===== src/rtl/usb_ahb_pkg.sv =====
// usb_ahb_pkg: shared types and constants for the AHB-Lite USB slave.
// Revision 1.0
`default_nettype none
package usb_ahb_pkg;

    typedef enum logic [2:0] {
        ST_IDLE     = 3'd0,
        ST_REG_XFER = 3'd1,
        ST_RD_DATA  = 3'd2,
        ST_WR_CAP   = 3'd3,
        ST_WR_DATA  = 3'd4,
        ST_ERR1     = 3'd5,
        ST_ERR2     = 3'd6
    } state_t;

    localparam logic [1:0] c_HTRANS_IDLE   = 2'd0;
    localparam logic [1:0] c_HTRANS_BUSY   = 2'd1;
    localparam logic [1:0] c_HTRANS_NONSEQ = 2'd2;
    localparam logic [1:0] c_HTRANS_SEQ    = 2'd3;

    localparam logic [2:0] c_HSIZE_BYTE = 3'd0;
    localparam logic [2:0] c_HSIZE_HALF = 3'd1;
    localparam logic [2:0] c_HSIZE_WORD = 3'd2;

    localparam logic [3:0] c_ADDR_STATUS = 4'h4;
    localparam logic [3:0] c_ADDR_ERROR  = 4'h6;
    localparam logic [3:0] c_ADDR_OCC    = 4'h8;
    localparam logic [3:0] c_ADDR_TXPKT  = 4'hC;
    localparam logic [3:0] c_ADDR_FLUSH  = 4'hD;
    localparam logic [3:0] c_ADDR_IRQEN  = 4'hE;

    // 32-bit word index, haddr[3:2]
    localparam logic [1:0] c_WORD_DATA = 2'd0;
    localparam logic [1:0] c_WORD_STAT = 2'd1;
    localparam logic [1:0] c_WORD_OCC  = 2'd2;
    localparam logic [1:0] c_WORD_CTRL = 2'd3;

    localparam logic [2:0] c_RX_NONE  = 3'd0;
    localparam logic [2:0] c_RX_OUT   = 3'd1;
    localparam logic [2:0] c_RX_IN    = 3'd2;
    localparam logic [2:0] c_RX_DATA0 = 3'd3;
    localparam logic [2:0] c_RX_DATA1 = 3'd4;
    localparam logic [2:0] c_RX_ACK   = 3'd5;
    localparam logic [2:0] c_RX_NAK   = 3'd6;

    function automatic logic [3:0] lane_mask(input logic [1:0] off, input logic [2:0] size);
        case (size)
            c_HSIZE_BYTE: lane_mask = 4'b0001 << off;
            c_HSIZE_HALF: lane_mask = 4'b0011 << off;
            default:      lane_mask = 4'b1111;
        endcase
    endfunction

endpackage
`default_nettype wire


===== src/rtl/usb_ahb_byte_sequencer.sv =====
// usb_ahb_byte_sequencer: byte counter and lane steering for data-window bursts.
// Revision 1.0
`default_nettype none
module usb_ahb_byte_sequencer (
    input  logic        clk,
    input  logic        n_rst,
    input  logic        i_load,
    input  logic [1:0]  i_offset,
    input  logic [1:0]  i_last,
    input  logic        i_rd_step,
    input  logic        i_wr_cap,
    input  logic        i_wr_step,
    input  logic [7:0]  i_rx_data,
    input  logic [31:0] i_hwdata,
    output logic        o_get_rx_data,
    output logic        o_store_tx_data,
    output logic [7:0]  o_tx_data,
    output logic [31:0] o_rdata,
    output logic        o_done
);

    logic [1:0]  r_off;
    logic [1:0]  r_last;
    logic [1:0]  r_k;
    logic [31:0] r_rbuf;
    logic [31:0] r_wbuf;
    logic [1:0]  w_lane;

    // Aligned transfers never carry past lane 3, so the 2-bit sum is exact.
    assign w_lane = r_off + r_k;

    always_ff @(posedge clk or negedge n_rst) begin
        if (!n_rst) begin
            r_off  <= 2'd0;
            r_last <= 2'd0;
            r_k    <= 2'd0;
            r_rbuf <= 32'd0;
            r_wbuf <= 32'd0;
        end else begin
            if (i_load) begin
                r_off  <= i_offset;
                r_last <= i_last;
                r_k    <= 2'd0;
                r_rbuf <= 32'd0;
            end else begin
                if (i_rd_step || i_wr_step)
                    r_k <= r_k + 2'd1;
                if (i_rd_step)
                    r_rbuf[{w_lane, 3'b000} +: 8] <= i_rx_data;
            end
            if (i_wr_cap)
                r_wbuf <= i_hwdata;
        end
    end

    assign o_get_rx_data   = i_rd_step;
    assign o_store_tx_data = i_wr_step;
    assign o_tx_data       = i_wr_step ? r_wbuf[{w_lane, 3'b000} +: 8] : 8'h00;
    assign o_rdata         = r_rbuf;
    assign o_done          = (r_k == r_last);

endmodule
`default_nettype wire


===== src/rtl/ahb_lite_usb_slave_v2.sv =====
// ahb_lite_usb_slave_v2: AHB-Lite slave for the USB RX/TX engines and data buffer.
// Optional irq output and 0xE irq_enable register under USB_AHB_IRQ_EN. Revision 1.0
`default_nettype none
module ahb_lite_usb_slave_v2
    import usb_ahb_pkg::*;
#(
    parameter  int BUF_DEPTH = 64,
    parameter  int RX_PKT_W  = 3,
    parameter  int TX_PKT_W  = 2,
    localparam int OCC_W     = $clog2(BUF_DEPTH) + 1
) (
`ifdef USB_AHB_IRQ_EN
    output logic                irq,
`endif
    input  logic                clk,
    input  logic                n_rst,
    input  logic                hsel,
    input  logic [3:0]          haddr,
    input  logic [1:0]          htrans,
    input  logic [2:0]          hsize,
    input  logic                hwrite,
    input  logic [31:0]         hwdata,
    output logic [31:0]         hrdata,
    output logic                hready,
    output logic                hresp,
    input  logic [RX_PKT_W-1:0] rx_packet,
    input  logic                rx_data_ready,
    input  logic                rx_transfer_active,
    input  logic                rx_error,
    input  logic                tx_transfer_active,
    input  logic                tx_error,
    input  logic [OCC_W-1:0]    buffer_occupancy,
    input  logic [7:0]          rx_data,
    output logic                get_rx_data,
    output logic                store_tx_data,
    output logic [7:0]          tx_data,
    output logic [TX_PKT_W-1:0] tx_packet,
    output logic                d_mode,
    output logic                clear
);

    localparam logic [OCC_W:0] c_DEPTH = (OCC_W + 1)'(BUF_DEPTH);

    state_t              r_state;
    state_t              w_next;
    state_t              w_dec;
    logic [3:0]          r_addr;
    logic                r_write;
    logic [3:0]          r_mask;
    logic                r_rx_err;
    logic                r_tx_err;
    logic                r_d_mode;
    logic                r_clear;
    logic [TX_PKT_W-1:0] r_tx_packet;
    logic [7:0]          w_irq_en_byte;

    logic w_ready, w_accept, w_is_data, w_err;
    logic w_bad_addr, w_bad_size, w_misalign, w_ro_write, w_underrun, w_overrun;
    logic [2:0]       w_n;
    logic [OCC_W:0]   w_n_ext;
    logic [OCC_W:0]   w_occ_ext;
    logic w_seq_load, w_rd_step, w_wr_cap, w_wr_step, w_seq_done;
    logic [31:0] w_seq_rdata;
    logic w_reg_phase, w_ctrl_wr, w_err_rd, w_tx_fall;
    logic [15:0] w_status;
    logic [15:0] w_err_word;

`ifdef USB_AHB_IRQ_EN
    localparam logic c_IRQ_PRESENT = 1'b1;
    logic [1:0] r_irq_en;
    logic       r_irq;

    always_ff @(posedge clk or negedge n_rst) begin
        if (!n_rst) begin
            r_irq_en <= 2'd0;
            r_irq    <= 1'b0;
        end else begin
            if (w_ctrl_wr && r_mask[2])
                r_irq_en <= hwdata[17:16];
            r_irq <= (r_irq_en[0] & rx_data_ready) | (r_irq_en[1] & (r_rx_err | r_tx_err));
        end
    end

    assign irq           = r_irq;
    assign w_irq_en_byte = 8'(r_irq_en);
`else
    localparam logic c_IRQ_PRESENT = 1'b0;
    assign w_irq_en_byte = 8'h00;
`endif

    // Address-phase decode; every error is settled before any side effect.
    assign w_accept   = hsel && (htrans == c_HTRANS_NONSEQ || htrans == c_HTRANS_SEQ) && w_ready;
    assign w_is_data  = (haddr[3:2] == c_WORD_DATA);
    assign w_n        = 3'd1 << hsize[1:0];
    assign w_n_ext    = (OCC_W + 1)'(w_n);
    assign w_occ_ext  = {1'b0, buffer_occupancy};
    assign w_bad_addr = (haddr == 4'hA) || (haddr == 4'hB) || (haddr == 4'hF) ||
                        ((haddr == c_ADDR_IRQEN) && !c_IRQ_PRESENT);
    assign w_bad_size = (hsize > c_HSIZE_WORD);
    assign w_misalign = ((hsize == c_HSIZE_HALF) && haddr[0]) ||
                        ((hsize == c_HSIZE_WORD) && (haddr[1:0] != 2'd0));
    assign w_ro_write = hwrite && (haddr >= c_ADDR_STATUS) && (haddr <= c_ADDR_OCC);
    assign w_underrun = w_is_data && !hwrite && (w_occ_ext < w_n_ext);
    assign w_overrun  = w_is_data && hwrite && ((w_occ_ext + w_n_ext) > c_DEPTH);
    assign w_err      = w_bad_addr || w_bad_size || w_misalign || w_ro_write || w_underrun || w_overrun;

    assign w_dec = w_err     ? ST_ERR1 :
                   w_is_data ? (hwrite ? ST_WR_CAP : ST_RD_DATA) : ST_REG_XFER;

    assign w_ready = !((r_state == ST_RD_DATA) || (r_state == ST_WR_CAP) || (r_state == ST_ERR1) ||
                       ((r_state == ST_WR_DATA) && !w_seq_done));
    assign hready  = w_ready;
    assign hresp   = (r_state == ST_ERR1) || (r_state == ST_ERR2);

    always_comb begin
        w_next = r_state;
        case (r_state)
            ST_RD_DATA: if (w_seq_done) w_next = ST_REG_XFER;
            ST_WR_CAP:  w_next = ST_WR_DATA;
            ST_ERR1:    w_next = ST_ERR2;
            default:    ;
        endcase
        if (w_ready)
            w_next = w_accept ? w_dec : ST_IDLE;
    end

    always_ff @(posedge clk or negedge n_rst) begin
        if (!n_rst) begin
            r_state <= ST_IDLE;
            r_addr  <= 4'd0;
            r_write <= 1'b0;
            r_mask  <= 4'd0;
        end else begin
            r_state <= w_next;
            if (w_accept) begin
                r_addr  <= haddr;
                r_write <= hwrite;
                r_mask  <= lane_mask(haddr[1:0], hsize);
            end
        end
    end

    assign w_seq_load = w_accept && !w_err && w_is_data;
    assign w_rd_step  = (r_state == ST_RD_DATA);
    assign w_wr_cap   = (r_state == ST_WR_CAP);
    assign w_wr_step  = (r_state == ST_WR_DATA);

    usb_ahb_byte_sequencer u_seq (
        .clk             (clk),
        .n_rst           (n_rst),
        .i_load          (w_seq_load),
        .i_offset        (haddr[1:0]),
        .i_last          ({hsize[1], hsize[1] | hsize[0]}),
        .i_rd_step       (w_rd_step),
        .i_wr_cap        (w_wr_cap),
        .i_wr_step       (w_wr_step),
        .i_rx_data       (rx_data),
        .i_hwdata        (hwdata),
        .o_get_rx_data   (get_rx_data),
        .o_store_tx_data (store_tx_data),
        .o_tx_data       (tx_data),
        .o_rdata         (w_seq_rdata),
        .o_done          (w_seq_done)
    );

    // Register data phase; read data sits on the byte lanes of its address.
    assign w_reg_phase = (r_state == ST_REG_XFER);
    assign w_ctrl_wr   = w_reg_phase && r_write && (r_addr[3:2] == c_WORD_CTRL);
    assign w_err_rd    = w_reg_phase && !r_write && (r_addr[3:2] == c_WORD_STAT) && (r_mask[2] || r_mask[3]);
    assign w_tx_fall   = r_d_mode && !tx_transfer_active;
    assign w_status    = 16'({rx_packet, tx_transfer_active, rx_transfer_active, rx_data_ready});
    assign w_err_word  = {7'd0, r_tx_err, 7'd0, r_rx_err};

    always_comb begin
        hrdata = 32'd0;
        if (w_reg_phase) begin
            case (r_addr[3:2])
                c_WORD_DATA: hrdata = w_seq_rdata;
                c_WORD_STAT: hrdata = {w_err_word, w_status};
                c_WORD_OCC:  hrdata = 32'(buffer_occupancy);
                default:     hrdata = {8'h00, w_irq_en_byte, 8'h00, 8'(r_tx_packet)};
            endcase
        end
    end

    always_ff @(posedge clk or negedge n_rst) begin
        if (!n_rst) begin
            r_rx_err    <= 1'b0;
            r_tx_err    <= 1'b0;
            r_d_mode    <= 1'b0;
            r_clear     <= 1'b0;
            r_tx_packet <= '0;
        end else begin
            r_rx_err <= (r_rx_err && !w_err_rd) || rx_error;
            r_tx_err <= (r_tx_err && !w_err_rd) || tx_error;
            r_d_mode <= tx_transfer_active;
            r_clear  <= w_ctrl_wr && r_mask[1] && (hwdata[15:8] != 8'd0);
            if (w_ctrl_wr && r_mask[0])
                r_tx_packet <= hwdata[TX_PKT_W-1:0];
            else if (w_tx_fall)
                r_tx_packet <= '0;
        end
    end

    assign d_mode    = r_d_mode;
    assign clear     = r_clear;
    assign tx_packet = r_tx_packet;

endmodule
`default_nettype wire

===== config.mk =====
export PLATFORM = sky130hd
export DESIGN_NAME = ahb_lite_usb_slave_v2
export DESIGN_NICKNAME = d
export VERILOG_FILES = /design/src/rtl/usb_ahb_pkg.sv /design/src/rtl/usb_ahb_byte_sequencer.sv /design/src/rtl/ahb_lite_usb_slave_v2.sv
export SDC_FILE = /design/constraint.sdc
export NUM_CORES = 1
export LEC_CHECK = 0
export ABC_CLOCK_PERIOD_IN_PS = 4000
export BUFFER_PORTS_ARGS = -buffer_cell sky130_fd_sc_hd__buf_4
export CAP_MARGIN = 20
export CORE_MARGIN = 5
export CORE_UTILIZATION = 45
export DETAILED_ROUTE_END_ITERATION = 12
export PLACE_DENSITY = 0.69
export RECOVER_POWER = 25
export SYNTH_ARGS = -nofsm -noshare
export SYNTH_HDL_FRONTEND = slang
export SYNTH_SLANG_ARGS = --single-unit

===== constraint.sdc =====
create_clock -name clk -period 4 [get_ports clk]
set_input_delay 0.2 -clock clk [delete_from_list [all_inputs] [get_ports clk]]
set_output_delay 0.2 -clock clk [all_outputs]
set_load 0.005 [all_outputs]

Word-level counts from Yosys, hierarchy flattened

Index checks and enable logic that the tools add are counted.

Input port bits: 68
Register bits: 88
Word-level logic and storage cells: 126

Reductions and logical operators: 58
Shifts and indexed selects: 6
Muxes and demuxes: 18
Eq/ne operators: 20
$lt $le $gt $ge: 5
Bitwise gates (word level): 1
Add/subtract/negate cells: 4

Operators by type and width:

| cell                                                                             | count |
|---|---|
| 32-bit two-way mux                                                               | 3 |
| 32-bit case mux with 3 select lines                                              | 1 |
| 32-bit bitwise mux                                                               | 1 |
| 8-bit by 7-bit variable shift with 32-bit output (first input constant)          | 1 |
| 32-bit by 6-bit variable part select with 8-bit output                           | 1 |
| 8-bit by 7-bit variable part select with 32-bit output                           | 1 |
| 1-bit logical AND                                                                | 24 |
| 1-bit logical OR                                                                 | 18 |
| 4-bit equality test (second input constant)                                      | 4 |
| 3-bit two-way mux                                                                | 4 |
| 2-bit two-way mux                                                                | 5 |
| 3-bit by 2-bit equality test with 1-bit output (second input constant)           | 3 |
| 3-bit equality test (second input constant)                                      | 3 |
| 3-bit case mux with 3 select lines                                               | 1 |
| 7-bit by 3-bit adder with 8-bit output                                           | 1 |
| 2-bit equality test (second input constant)                                      | 4 |
| 8-bit by 7-bit greater-than comparator with 1-bit output (second input constant) | 1 |
| 8-bit two-way mux                                                                | 1 |
| 4-bit case mux with 2 select lines                                               | 1 |
| 2-bit nonzero test                                                               | 4 |
| 8-bit nonzero test                                                               | 1 |
| 1-bit logical NOT                                                                | 7 |
| 7-bit by 3-bit less-than comparator with 1-bit output                            | 1 |
| 5-bit negation with 7-bit output                                                 | 1 |
| other kinds (18)                                                                 | 20 |

Longest topological paths before layout

Gate-level depths: netlist of run 1.

Depth after elaboration: 13
Mapped depth: 13

Hierarchy

A second synthesis of run 1 with hierarchy kept.

Cell total of the unflattened synthesis: 415
Area, all modules: 4585.6 µm²

Modules (own cells, without submodules):

| module                 | instances | seq. area each (µm²) | area each (µm²) | cells each |
|---|---|---|---|---|
| usb_ahb_byte_sequencer | 1         | 1751.7               | 3104.2          | 224 |
| ahb_lite_usb_slave_v2  | 1         | 400.4                | 1481.4          | 191 |

Worst setup path after synthesis of run 1

Ideal clock, no wire load.

Path kind: reg-to-reg
Start point: reg u_seq.r_k[0]
End point: reg u_seq.r_rbuf[10], in the netlist u_seq.o_rdata[10]
Arrival time: 2708 ps
Path buffers: 0
Library setup time: 77 ps
Data required time: 3923 ps
Path slack: 1214 ps
Stages on the path, launching flop included: 9
Cells stage by stage: dfrtp_1 > ha_1 > xor2_1 > xnor2_1 > inv_1 > ha_1 > nor3b_1 > nand3_1 > a21oi_1

Longest elaborated chain between the ends: 9

Ends and longest elaborated chain:

| what                                                                                     | RTL line                     | RTL |
|---|---|---|
| start, declared                                                                          | usb_ahb_byte_sequencer.sv:24 | `logic [1:0] r_k;` |
| start signal, assigned                                                                   | usb_ahb_byte_sequencer.sv:47 | `r_k <= r_k + 2'd1;` |
| parallel branches: the longest is 9 deep, another holds 5-bit negation with 7-bit output | -                            |  |
| end signal, assigned by index                                                            | usb_ahb_byte_sequencer.sv:49 | `r_rbuf[{w_lane, 3'b000} +: 8] <= i_rx_data;` |
| end, declared                                                                            | usb_ahb_byte_sequencer.sv:25 | `logic [31:0] r_rbuf;` |

Several ways; the timed one is not identified. The select of a mux whose other input is x is not followed.
A chain may end at the register's enable or synchronous reset.

Worst setup path in the final report of run 1

Start point: reg u_seq.r_k[0]
End point: reg u_seq.r_rbuf[21], in the netlist u_seq.o_rdata[21]

Same word-level chain as after synthesis.

==> results_dict.tcl, run 1 <==
set metrics [dict create \
    finalNetCount 638 \
    achievable_frequency_ghz 0.3536 \
    clock-sinks 86 \
    clock_tree.root_cell "sky130_fd_sc_hd__clkbuf_8" \
    worst_pin_slew_ns 1.729 \
    die_h_um 111.3 \
    tritoncts_clock_tree "done" \
    crit_fanout 13 \
    cts.htree.levels 3 \
    initial_utilization_pct 45.31 \
    dr_total_vias 3750 \
    worstReg2RegStart "u_seq.r_k[0]" \
    synth-edff-count 0 \
    layout.cells.most_common "sky130_fd_sc_hd__buf_4" \
    post-route-min-period_ns 2.828 \
    post_cts_hold_buffer_count 1 \
    n_fill_cell 893 \
    number_of_global_route_vias_before_repair 3766 \
    postSynth.topFlopCell "sky130_fd_sc_hd__dfrtp_1" \
    reg2reg_to "u_seq.o_rdata[21]" \
    coreArea_mm2 0.01018 \
    route.final.wire_length_um 11140 \
    worstPathArrival_ns 3.10 \
    post-route-drc-count 0 \
    final_cell_mix "sky130_fd_sc_hd__buf_4, sky130_fd_sc_hd__dfrtp_1, sky130_fd_sc_hd__nand2_1" \
    critPathCaptureType "register" \
    finalSetupViolCount 0 \
    number_of_antenna_violations_at_the_first_check_in_global_routing 0 \
    ant_nets 0 \
    yosys_register_bits 86 \
    violations "max-capacitance violations, max-slew violations" \
    report.final.hold_viol_count 0 \
    place_congestion 0.9001 \
    max-cap-violations 1 \
    worst_r2r_path_depth 6 \
    p_per_area_mw_per_mm2 617.4 \
    postSynth.asyncResetShare_pct 100.0 \
    hold_slack_ns 0.03798 \
    synth_warnings 0 \
    clk_transition_reported_paths_ns 0.08 \
    fin_skew_ns 0.005841 \
    io_buffer_count 114 \
    category_of_the_worst_setup_path_launch_point "register" \
    report.power.total_mw 3.571 \
    grt_remaining_overflow 0 \
    outcome "complete, but fails checks" \
    diodes 0 \
    holdCritPathClass "in -> reg" \
    final_setup_slack_of_the_worst_path_ns 1.172 \
    dp_slack_ns 0.9444 \
    post-cts-setup-buffer-count 0 \
    timing.setup.critical_path_class "reg -> reg" \
    setup_tns_ns 0 \
    wl_per_cell_um 15.91 \
    syn-mean-instance-area_um2 10.30 \
    die_area_mm2 0.01238 \
    groute.usage.overall_pct 18.34 \
    post_drt_via_cell_ratio 5.357 \
    area.growth.synth_to_final_pct 25.35 \
    grt_pass1_wl_um 18550 \
    post-route-period-util_pct 70.71 \
    yosysSeqAreaShare_pct 46.64 \
    crit_start "u_seq.r_k[0]" \
    ctsResizeCount 0 \
    worstSetupEndpoint "u_seq.o_rdata[21]" \
    design.portCount 116 \
    irDropWorstVdd_v 0.0004003 \
    slew_headroom_pct -15.25 \
    regToRegSetupSlack_ns 1.17 \
    length_of_the_first_detailed_routing_pass_in_iterations 5 \
    synthCells 448 \
    power_leakage_nw 2.719 \
    detailedRoute.firstIterationViolations 173 \
    clock_tree.buffer_depth 2 \
    timing.critical_path.required_ns 4.27 \
    final-max-slew-violation-count 73 \
    post_synth_instance_area_mm2 0.004614 \
    detailed_place_hpwl_um 8220 \
    clk_latency_ns 0.34 \
    chipWidth_um 111.3 \
    placement_rows 37 \
    cts_inserted_buffers 9 \
    synth.net_count 527 \
    setup_repair_after_global_routing_missed_its_margin "no" \
    grt_start_max_net_pins 87 \
    proportion_of_layout_cells_with_a_drive_suffix_above_1_pct 32.45 \
    post_synth_num_cell_types 44 \
]
==> cells in the mapped netlist (2+ instances only) <==
| master | count | area share, % |
|---|---|---|
| sky130_fd_sc_hd__and2_1 | 36 | 4.9 |
| sky130_fd_sc_hd__inv_1 | 12 | 0.98 |
| sky130_fd_sc_hd__a221o_1 | 2 | 0.43 |
| sky130_fd_sc_hd__a31oi_1 | 2 | 0.27 |
| sky130_fd_sc_hd__nor4_1 | 2 | 0.27 |
| sky130_fd_sc_hd__dfrtp_1 | 86 | 47 |
| sky130_fd_sc_hd__xor2_1 | 6 | 1.1 |
| sky130_fd_sc_hd__nor3b_1 | 4 | 0.65 |
| sky130_fd_sc_hd__a21oi_1 | 39 | 4.2 |
| sky130_fd_sc_hd__clkbuf_1 | 12 | 0.98 |
| sky130_fd_sc_hd__buf_1 | 4 | 0.33 |
| sky130_fd_sc_hd__mux2_1 | 2 | 0.49 |
| sky130_fd_sc_hd__buf_4 | 3 | 0.49 |
| sky130_fd_sc_hd__nor3_1 | 9 | 0.98 |
| sky130_fd_sc_hd__o31ai_1 | 2 | 0.33 |
| sky130_fd_sc_hd__nor2_1 | 24 | 2.0 |
| sky130_fd_sc_hd__o21ai_0 | 14 | 1.5 |
| sky130_fd_sc_hd__mux2_2 | 37 | 9.0 |
| sky130_fd_sc_hd__xnor2_1 | 2 | 0.38 |
| sky130_fd_sc_hd__nor2b_1 | 5 | 0.68 |
| sky130_fd_sc_hd__ha_1 | 11 | 3.0 |
| sky130_fd_sc_hd__mux2i_1 | 8 | 1.7 |
| sky130_fd_sc_hd__nand2_1 | 47 | 3.8 |
| sky130_fd_sc_hd__nand2b_1 | 7 | 0.95 |
| sky130_fd_sc_hd__and3_1 | 5 | 0.68 |
| sky130_fd_sc_hd__a21o_1 | 3 | 0.49 |
| sky130_fd_sc_hd__nand3_1 | 37 | 4.0 |
| sky130_fd_sc_hd__and3b_1 | 2 | 0.38 |
| sky130_fd_sc_hd__mux4_2 | 10 | 4.9 |
==> critical path, cell delays in order, from the launching register on <==
cell and delay (ns):
sky130_fd_sc_hd__dfrtp_1 0.43, sky130_fd_sc_hd__ha_1 0.77, sky130_fd_sc_hd__inv_1 0.23, sky130_fd_sc_hd__ha_1 0.28, sky130_fd_sc_hd__nor3b_1 0.71, sky130_fd_sc_hd__nand3_1 0.16
sky130_fd_sc_hd__a21oi_1 0.18
==> sequential cells by signal, indices dropped and copies added (netlist names) <==
| name | flops |
|---|---|
| clear | 1 |
| d_mode | 1 |
| r_addr | 2 |
| r_mask | 4 |
| r_rx_err | 1 |
| r_state | 3 |
| r_tx_err | 1 |
| r_write | 1 |
| tx_packet | 2 |
| u_seq.o_rdata | 32 |
| u_seq.r_k | 2 |
| u_seq.r_last | 2 |
| u_seq.r_off | 2 |
| u_seq.r_wbuf | 32 |
==> metal layers <==
| layer | GRT usage, % | vias to the layer above | wire, um |
|---|---|---|---|
| met5 | 0 | - | 0 |
| met3 | 4.421 | 12 | 847 |
| met1 | 23.88 | 1808 | 4581 |
| met2 | 30.12 | 131 | 5573 |
| met4 | 6.083 | 0 | 134 |
| li1 | - | 1799 | - |
==> kinds of logic (layout without fill, tap and decap cells) <==
logic type,Yosys count,after routing,synth area share [%]
flops,86,86,46.64
compound gates,71,71,9.246
fa+ha+maj,11,11,2.983
buf+inv,33,149,3.118
mux,57,57,16.13
simple gates,182,182,20.36
xor+xnor,8,8,1.518
==> final cells by class <==
cell class	count	area (um2)	area share (%)
Inverter	12	45.04	0.7787
Clock inverter	7	71.32	1.233
Tap cell	136	170.2	2.942
Timing Repair Buffer	121	903.4	15.62
Clock buffer	9	123.9	2.141
Multi-Input combinational cell	329	2318	40.08
Sequential cell	86	2152	37.21
==> power by group <==
group | switching (mW) | internal [mW] | total (mW) | leakage (nW)
Sequential | 0.275 | 1.27 | 1.54 | 1.00
Clock | 0.310 | 0.292 | 0.602 | 0.104
Combinational | 0.653 | 0.773 | 1.43 | 1.61
Total | 1.24 | 2.33 | 3.57 | 2.72
==> worst min path at each step <==
| stage | from | end | slack [ns] | depth (start not counted) |
|---|---|---|---|---|
| 2_1_floorplan | n_rst | clear | -0.1 | 0 |
| 3_5_place_dp | tx_transfer_active | d_mode | 0.33 | 1 |
| 3_3_place_gp | tx_transfer_active | d_mode | 0.33 | 1 |
| 4_1_cts | rx_error | r_rx_err | 0.02 | 2 |
| 5_1_grt | rx_error | r_rx_err | 0.02 | 2 |
| 6_report | rx_error | r_rx_err | 0.04 | 2 |
==> per-stage QoR <==
step | utilization, % | instance area [um2] | instances
6_report | 56.79 | 5784 | 700
5_1_grt | 56.79 | 5784 | 700
2_1_floorplan | - | 4614 | 448
4_1_cts | 56.72 | 5777 | 698
3_5_place_dp | 54.71 | 5572 | 681
3_3_place_gp | 54.71 | 5572 | 681
No activity file was read; power rests on OpenSTA's default activity.
==> run 2: changes to the inputs <==
--- a/config.mk
+++ b/config.mk
@@ -5,7 +5,8 @@
 export SDC_FILE = /design/constraint.sdc
 export NUM_CORES = 1
 export LEC_CHECK = 0
-export ABC_CLOCK_PERIOD_IN_PS = 4000
+export ABC_AREA = 1
+export ABC_CLOCK_PERIOD_IN_PS = 2700
 export BUFFER_PORTS_ARGS = -buffer_cell sky130_fd_sc_hd__buf_4
 export CAP_MARGIN = 20
 export CORE_MARGIN = 5
==> constraint.sdc (replaced) <==
create_clock -name clk -period 2.7 [get_ports clk]
set_input_delay 0.135 -clock clk [delete_from_list [all_inputs] [get_ports clk]]
set_output_delay 0.135 -clock clk [all_outputs]
set_load 0.005 [all_outputs]
==> run 2 against run 1 <==
  * The flow now finishes without violations
  * Area after synthesis rose by 8.3%
  * Fmax rose by 16%
  * Setup slack got worse by 0.92 ns
  * Global-route usage rose by 2.9 points
  * Count of clock-buffer cells in the layout rose by 1
  * Critical path depth rose by 5
  * Power rose by 79%
  * Critical path type unchanged
  * Critical endpoint is now u_seq.o_rdata[1]
==> results_dict.tcl, run 2 <==
set metrics [dict create \
    outcome "finished, final reports clean" \
    clock-sinks 86 \
    fin_skew_ns 0.01026 \
    n_fill_cell 998 \
    synth_largest_area_cell "sky130_fd_sc_hd__dfrtp_1" \
    seq_area_mm2 0.002152 \
    initial_utilization_pct 46.10 \
    irDropWorstVdd_v 0.0004158 \
    placement_rows 38 \
    post-route-min-period_ns 2.446 \
    setup_repair_after_global_routing_missed_its_margin "no" \
    category_of_the_worst_setup_path_launch_point "register" \
    postSynth.asyncResetShare_pct 100.0 \
    dp_slack_ns 0.2658 \
    finalNetCount 945 \
    synthCells 716 \
    number_of_antenna_violations_at_the_first_check_in_global_routing 0 \
    grt_start_max_net_pins 87 \
    layout.cells.most_common "sky130_fd_sc_hd__nand2_1" \
    length_of_the_first_detailed_routing_pass_in_iterations 5 \
    synthSimpleGateAreaFrac_pct 30.65 \
    finalSetupViolCount 0 \
    wl_per_cell_um 13.61 \
    place_congestion 0.9227 \
    proportion_of_layout_cells_with_a_drive_suffix_above_1_pct 18.48 \
    post_synth_num_cell_types 35 \
    io_buffer_count 114 \
    holdCritPathClass "in -> reg" \
    diodes 0 \
    slew_headroom_pct 31.90 \
    groute.usage.overall_pct 21.20 \
    multiplexer_share_of_the_synthesized_area_pct 0 \
    detailedRoute.firstIterationViolations 321 \
    leading_cell_types_by_total_area_after_synthesis "sky130_fd_sc_hd__dfrtp_1, sky130_fd_sc_hd__nand2_1, sky130_fd_sc_hd__inv_1" \
    number_of_global_route_vias_before_repair 4937 \
    setup_tns_ns 0 \
    achievable_frequency_ghz 0.4088 \
    post_synth_instance_area_mm2 0.004997 \
    chipWidth_um 115.4 \
    cts_inserted_buffers 9 \
    synth-edff-count 0 \
    clk_transition_reported_paths_ns 0.08 \
    syn-mean-instance-area_um2 6.979 \
    die_h_um 115.4 \
    ant_nets 0 \
    synth_most_common_cell "sky130_fd_sc_hd__nand2_1" \
    hold_slack_ns 0.02827 \
    post_drt_via_cell_ratio 4.976 \
    yosys.area.top_type_share_pct 43.06 \
    coreArea_mm2 0.01084 \
    p_per_area_mw_per_mm2 966.4 \
    report.final.hold_viol_count 0 \
    synth_top_family_by_area "simple AND/OR/NAND/NOR gates" \
    clock_tree.buffer_depth 2 \
    timing.setup.critical_path_class "reg -> reg" \
    timing.critical_path.required_ns 3.00 \
    design.portCount 116 \
    dr_total_vias 5031 \
    detailed_place_hpwl_um 9891 \
    critPathCaptureType "register" \
    power_leakage_nw 3.622 \
    final_cell_mix "sky130_fd_sc_hd__nand2_1, sky130_fd_sc_hd__buf_4, sky130_fd_sc_hd__inv_1" \
    synth.cells.most_frequent "sky130_fd_sc_hd__nand2_1, sky130_fd_sc_hd__inv_1, sky130_fd_sc_hd__dfrtp_1" \
    synth.net_count 795 \
    xor_and_xnor_fraction_of_the_mapped_netlist_area_pct 1.052 \
    cts.htree.levels 3 \
    max-cap-violations 0 \
    post-route-drc-count 0 \
    tritoncts_clock_tree "done" \
    yosysSeqAreaShare_pct 43.06 \
    final_setup_slack_of_the_worst_path_ns 0.2539 \
    area_fraction_in_compound_gates_after_synthesis_pct 10.79 \
    final-max-slew-violation-count 0 \
    grt_pass1_wl_um 22670 \
    yosys_register_bits 86 \
    grt_remaining_overflow 0 \
    route.final.wire_length_um 13760 \
    clk_latency_ns 0.36 \
    die_area_mm2 0.01331 \
    worst_pin_slew_ns 1.021 \
    synth_warnings 0 \
    worstPathArrival_ns 2.75 \
    postSynth.topFlopCell "sky130_fd_sc_hd__dfrtp_1" \
    crit_fanout 18 \
    post-cts-setup-buffer-count 0 \
    area.growth.synth_to_final_pct 32.72 \
    post_synth_fa_ha_maj_area_fraction_pct 2.754 \
    post-route-period-util_pct 90.60 \
    area_used_by_multi_input_combinational_logic_mm2 0.002278 \
    clock_tree.root_cell "sky130_fd_sc_hd__clkbuf_8" \
]
run 2: cell count changes in the layout (fill, tap and decap cells not counted), moves of 8 or more:
cell,previous run,this run
sky130_fd_sc_hd__a21oi_1,39,20
sky130_fd_sc_hd__and2_1,36,0
sky130_fd_sc_hd__buf_4,116,124
sky130_fd_sc_hd__dlygate4sd3_1,2,34
sky130_fd_sc_hd__inv_1,12,117
sky130_fd_sc_hd__mux2_2,37,0
sky130_fd_sc_hd__mux2i_1,8,0
sky130_fd_sc_hd__mux4_2,10,0
sky130_fd_sc_hd__nand2_1,47,223
sky130_fd_sc_hd__nand3_1,37,23
sky130_fd_sc_hd__nor2_1,24,63
sky130_fd_sc_hd__nor3_1,9,36
sky130_fd_sc_hd__o21ai_0,14,48
sky130_fd_sc_hd__o22ai_1,0,14
run 2: timing repair:
action                                  CTS  global route
endpoints found under the setup margin    0             1
hold buffers                             34             0
resized for setup                         0             1
endpoints found under the hold margin    39             0
run 2: layout make-up:
class	instances	share of cell area, %
clock buffer	10	1.924
sequential	86	32.45
timing repair buffer	162	19.69
multi-input combinational	480	34.35
clock inverter	6	1.754
inverter	127	7.187
tap	140	2.641
run 2: kinds of logic (layout without fill, tap and decap cells):
family | Yosys count | count (layout)
and+or+nand+nor | 367 | 367
buffers and inverters | 150 | 305
adders and majority gates | 11 | 11
xor gates and xnor gates | 6 | 6
AOI/OAI and AO/OA | 96 | 96
DFF | 86 | 86
run 2: layer usage:
metal | vias up | GRT usage [%] | wire length (um)
met5 | - | 0 | 0
met4 | 0 | 10.17 | 481
met3 | 33 | 2.526 | 759
met2 | 161 | 34.22 | 6458
met1 | 2302 | 28.44 | 6064
li1 | 2535 | - | -
run 2: report_power, final:
part | internal, mW | switching [mW]
clock network | 0.623 | 0.481
registers | 1.87 | 0.293
logic | 1.21 | 1.93
run 2: metrics by stage:
step	total power, mW	util [%]	std cells	cell area (um2)
2_1_floorplan	4.204	-	716	5007
3_3_place_gp	5.178	55.75	960	6043
3_5_place_dp	5.260	55.75	960	6043
4_1_cts	6.430	61.14	1010	6628
5_1_grt	6.992	61.18	1011	6633
6_report	6.410	61.18	1011	6633
run 2: final timing paths:
path                                     start                 to  slack (ns)  depth (start not counted)
worst max register to register    u_seq.r_k[0]   u_seq.o_rdata[1]        0.25                         11
worst max-delay path              u_seq.r_k[0]   u_seq.o_rdata[1]        0.25                         11
worst min-delay path                  haddr[3]          r_addr[3]        0.03                          3
worst min register to register  u_seq.r_off[0]     u_seq.r_off[0]        0.48                          2
min in group asynchronous                n_rst          r_mask[2]        0.29                          2
max in group asynchronous                n_rst  u_seq.o_rdata[21]        0.91                          3
run 2: worst max-delay path, stage by stage, from the launching register on:
cell and delay [ns]:
sky130_fd_sc_hd__dfrtp_1 0.43, sky130_fd_sc_hd__ha_1 0.22, sky130_fd_sc_hd__xor2_1 0.21, sky130_fd_sc_hd__xor2_2 0.22
sky130_fd_sc_hd__buf_4 0.25, sky130_fd_sc_hd__ha_1 0.17, sky130_fd_sc_hd__inv_1 0.06, sky130_fd_sc_hd__nor2_2 0.29
sky130_fd_sc_hd__nand2_1 0.21, sky130_fd_sc_hd__o21ai_0 0.20, sky130_fd_sc_hd__nand2_1 0.07, sky130_fd_sc_hd__inv_1 0.06
==> run 3: changes to the inputs <==
--- a/config.mk
+++ b/config.mk
@@ -14,6 +14,7 @@
 export DETAILED_ROUTE_END_ITERATION = 12
 export PLACE_DENSITY = 0.69
 export RECOVER_POWER = 25
+export SETUP_SLACK_MARGIN = 0.3
 export SYNTH_ARGS = -nofsm -noshare
 export SYNTH_HDL_FRONTEND = slang
 export SYNTH_SLANG_ARGS = --single-unit
==> run 3 against run 2 <==
  * Flip-flop and latch count did not move
  * Sequential share of layout area shrank 0.62 points
  * Via count is the same
  * Core utilization up 1.2 points
  * Clock skew decreased by 0.0023 ns
  * Cell area rose by 2.0%
  * Sequential power barely moved
  * Clock power is 22% lower
  * Critical path depth fell by 1
  * First-iteration DRC count is 18% higher
  * Count of clock-buffer cells in the layout up 2
  * Global-route usage up 0.65 points
==> results_dict.tcl, run 3 (synthesis results as in run 2) <==
set metrics [dict create \
    outcome "finished, final reports clean" \
    tritoncts_clock_tree "done" \
    place_congestion 0.9156 \
    detailedRoute.firstIterationViolations 378 \
    finalNetCount 948 \
    p_clk_share_pct 12.9 \
    timing.critical_path.required_ns 2.57 \
    die_area_mm2 0.01331 \
    holdCritPathClass "in -> reg" \
    worst_pin_slew_ns 0.9790 \
    post_drt_via_cell_ratio 4.962 \
    clk_latency_ns 0.37 \
    ant_nets 0 \
    clk_transition_reported_paths_ns 0.09 \
    die_h_um 115.4 \
    clock-sinks 86 \
    grt_remaining_overflow 0 \
    wl_per_cell_um 14.22 \
    post-route-min-period_ns 2.374 \
    p_per_area_mw_per_mm2 984.9 \
    grt_pass1_wl_um 23270 \
    number_of_global_route_vias_before_repair 5002 \
    stdcell_count 1014 \
    timing.setup.critical_path_class "reg -> out" \
    crit_fanout 8 \
    chipWidth_um 115.4 \
    coreArea_mm2 0.01084 \
    finalSetupViolCount 0 \
    report.final.hold_viol_count 0 \
    post_dp_cell_area_mm2 0.006042 \
    placement_rows 38 \
    fin_skew_ns 0.007971 \
    cts_inserted_buffers 9 \
    grt_start_max_net_pins 87 \
    diodes 0 \
    area.growth.synth_to_final_pct 35.33 \
    setup_tns_ns 0 \
    detailed_place_hpwl_um 10060 \
    io_buffer_count 114 \
    irDropWorstVdd_v 0.0004746 \
    post-route-drc-count 0 \
    switching_power_mw 2.952 \
    dr_total_vias 5031 \
    numPlacedInstances 958 \
    final_cell_area_mm2 0.006763 \
    power.switching_fraction_pct 44.32 \
    achievable_frequency_ghz 0.4213 \
    n_fill_cell 986 \
    design.portCount 116 \
    setup_repair_after_global_routing_missed_its_margin "yes" \
    clock_tree.buffer_depth 2 \
    final_cell_mix "sky130_fd_sc_hd__nand2_1, sky130_fd_sc_hd__buf_4, sky130_fd_sc_hd__inv_1" \
    cts.htree.levels 3 \
    groute.usage.overall_pct 21.86 \
    number_of_antenna_violations_at_the_first_check_in_global_routing 0 \
    max-cap-violations 0 \
    layout.cells.most_common "sky130_fd_sc_hd__nand2_1" \
    slew_headroom_pct 34.73 \
    critPathCaptureType "output port" \
    power.sequential.fraction_pct 32.7 \
    length_of_the_first_detailed_routing_pass_in_iterations 5 \
    power_leakage_nw 3.646 \
    proportion_of_layout_cells_with_a_drive_suffix_above_1_pct 21.40 \
    initial_utilization_pct 46.10 \
    clock_tree.root_cell "sky130_fd_sc_hd__clkbuf_8" \
    power.share.combinational_pct 54.4 \
    post-route-period-util_pct 87.92 \
    category_of_the_worst_setup_path_launch_point "register" \
    route.final.wire_length_um 14420 \
    finish.utilization_pct 62.38 \
    internal_power_contribution_mw 3.708 \
    worstPathArrival_ns 2.24 \
    final-max-slew-violation-count 0 \
]
-- run 3: path summary, 6_finish.rpt --
kind / start / endpoint / slack (ns) / depth (start not counted)
hold reg to reg: u_seq.r_wbuf[12] / u_seq.r_wbuf[12] / 0.48 / 2
setup / recovery: u_seq.r_k[0] / tx_data[6] / 0.33 / 10
hold / removal: haddr[3] / r_addr[3] / 0.03 / 3
min in group asynchronous: n_rst / tx_packet[1] / 0.45 / 2
max in group asynchronous: n_rst / u_seq.o_rdata[23] / 1.48 / 3
setup reg to reg: u_seq.r_k[0] / u_seq.o_rdata[20] / 0.43 / 11
-- run 3: critical path: stages, from the launching register on --
cell and delay (ns):
sky130_fd_sc_hd__dfrtp_1 0.40, sky130_fd_sc_hd__ha_2 0.20, sky130_fd_sc_hd__xor2_2 0.18, sky130_fd_sc_hd__xor2_2 0.21
sky130_fd_sc_hd__inv_2 0.14, sky130_fd_sc_hd__clkbuf_16 0.20, sky130_fd_sc_hd__nor2_4 0.03, sky130_fd_sc_hd__nor2_1 0.08
sky130_fd_sc_hd__o21ai_1 0.09, sky130_fd_sc_hd__a21oi_1 0.19, sky130_fd_sc_hd__buf_4 0.15
-- run 3: timing repair --
item                       CTS  global route
gates resized for setup      4            37
buffers inserted             2             2
gates cloned                 0             1
setup endpoints to repair   14            36
pin swaps                    1            10
hold buffers                33             1
hold endpoints to repair    33            36
-- run 3: per-stage QoR --
step           hold slack [ns]  setup slack, ns  power (mW)
6_report               0.03133           0.3262       6.660
3_3_place_gp            0.2921           0.3025       5.187
3_5_place_dp            0.2895           0.2211       5.287
2_1_floorplan          -0.1606           0.3014       4.235
4_1_cts              0.0007150           0.3278       6.272
5_1_grt                0.02897           0.1905       7.261
-- run 3: power groups by stage --
| stage | clock (mW) | sequential, mW | combinational (mW) |
|---|---|---|---|
| global route | 0.941 | 2.24 | 4.08 |
| floorplan | 0 | 2.10 | 2.14 |
| global placement | 0 | 2.15 | 3.03 |
| CTS | 0.884 | 2.14 | 3.25 |
| finish | 0.859 | 2.18 | 3.62 |
| detailed placement | 0 | 2.17 | 3.11 |
-- run 3: routing by layer --
metal	up-vias	global-route usage, %	share of wire, %
met3	28	3.263	5.6
met4	0	9.781	2.9
met1	2324	28.35	43
met2	139	36.23	48
li1	2540	-	-
met5	-	0	0
-- run 3: area by class of cell --
cell class / instances / area [um2] / share of cell area, %
multi-input cells: 480 / 2390 / 35.34
clock inverters: 4 / 31.28 / 0.4625
repair buffers: 165 / 1380 / 20.41
clock buffers: 12 / 155.1 / 2.294
well taps: 140 / 175.2 / 2.590
inverters: 127 / 479.2 / 7.086
flip-flops and latches: 86 / 2152 / 31.82
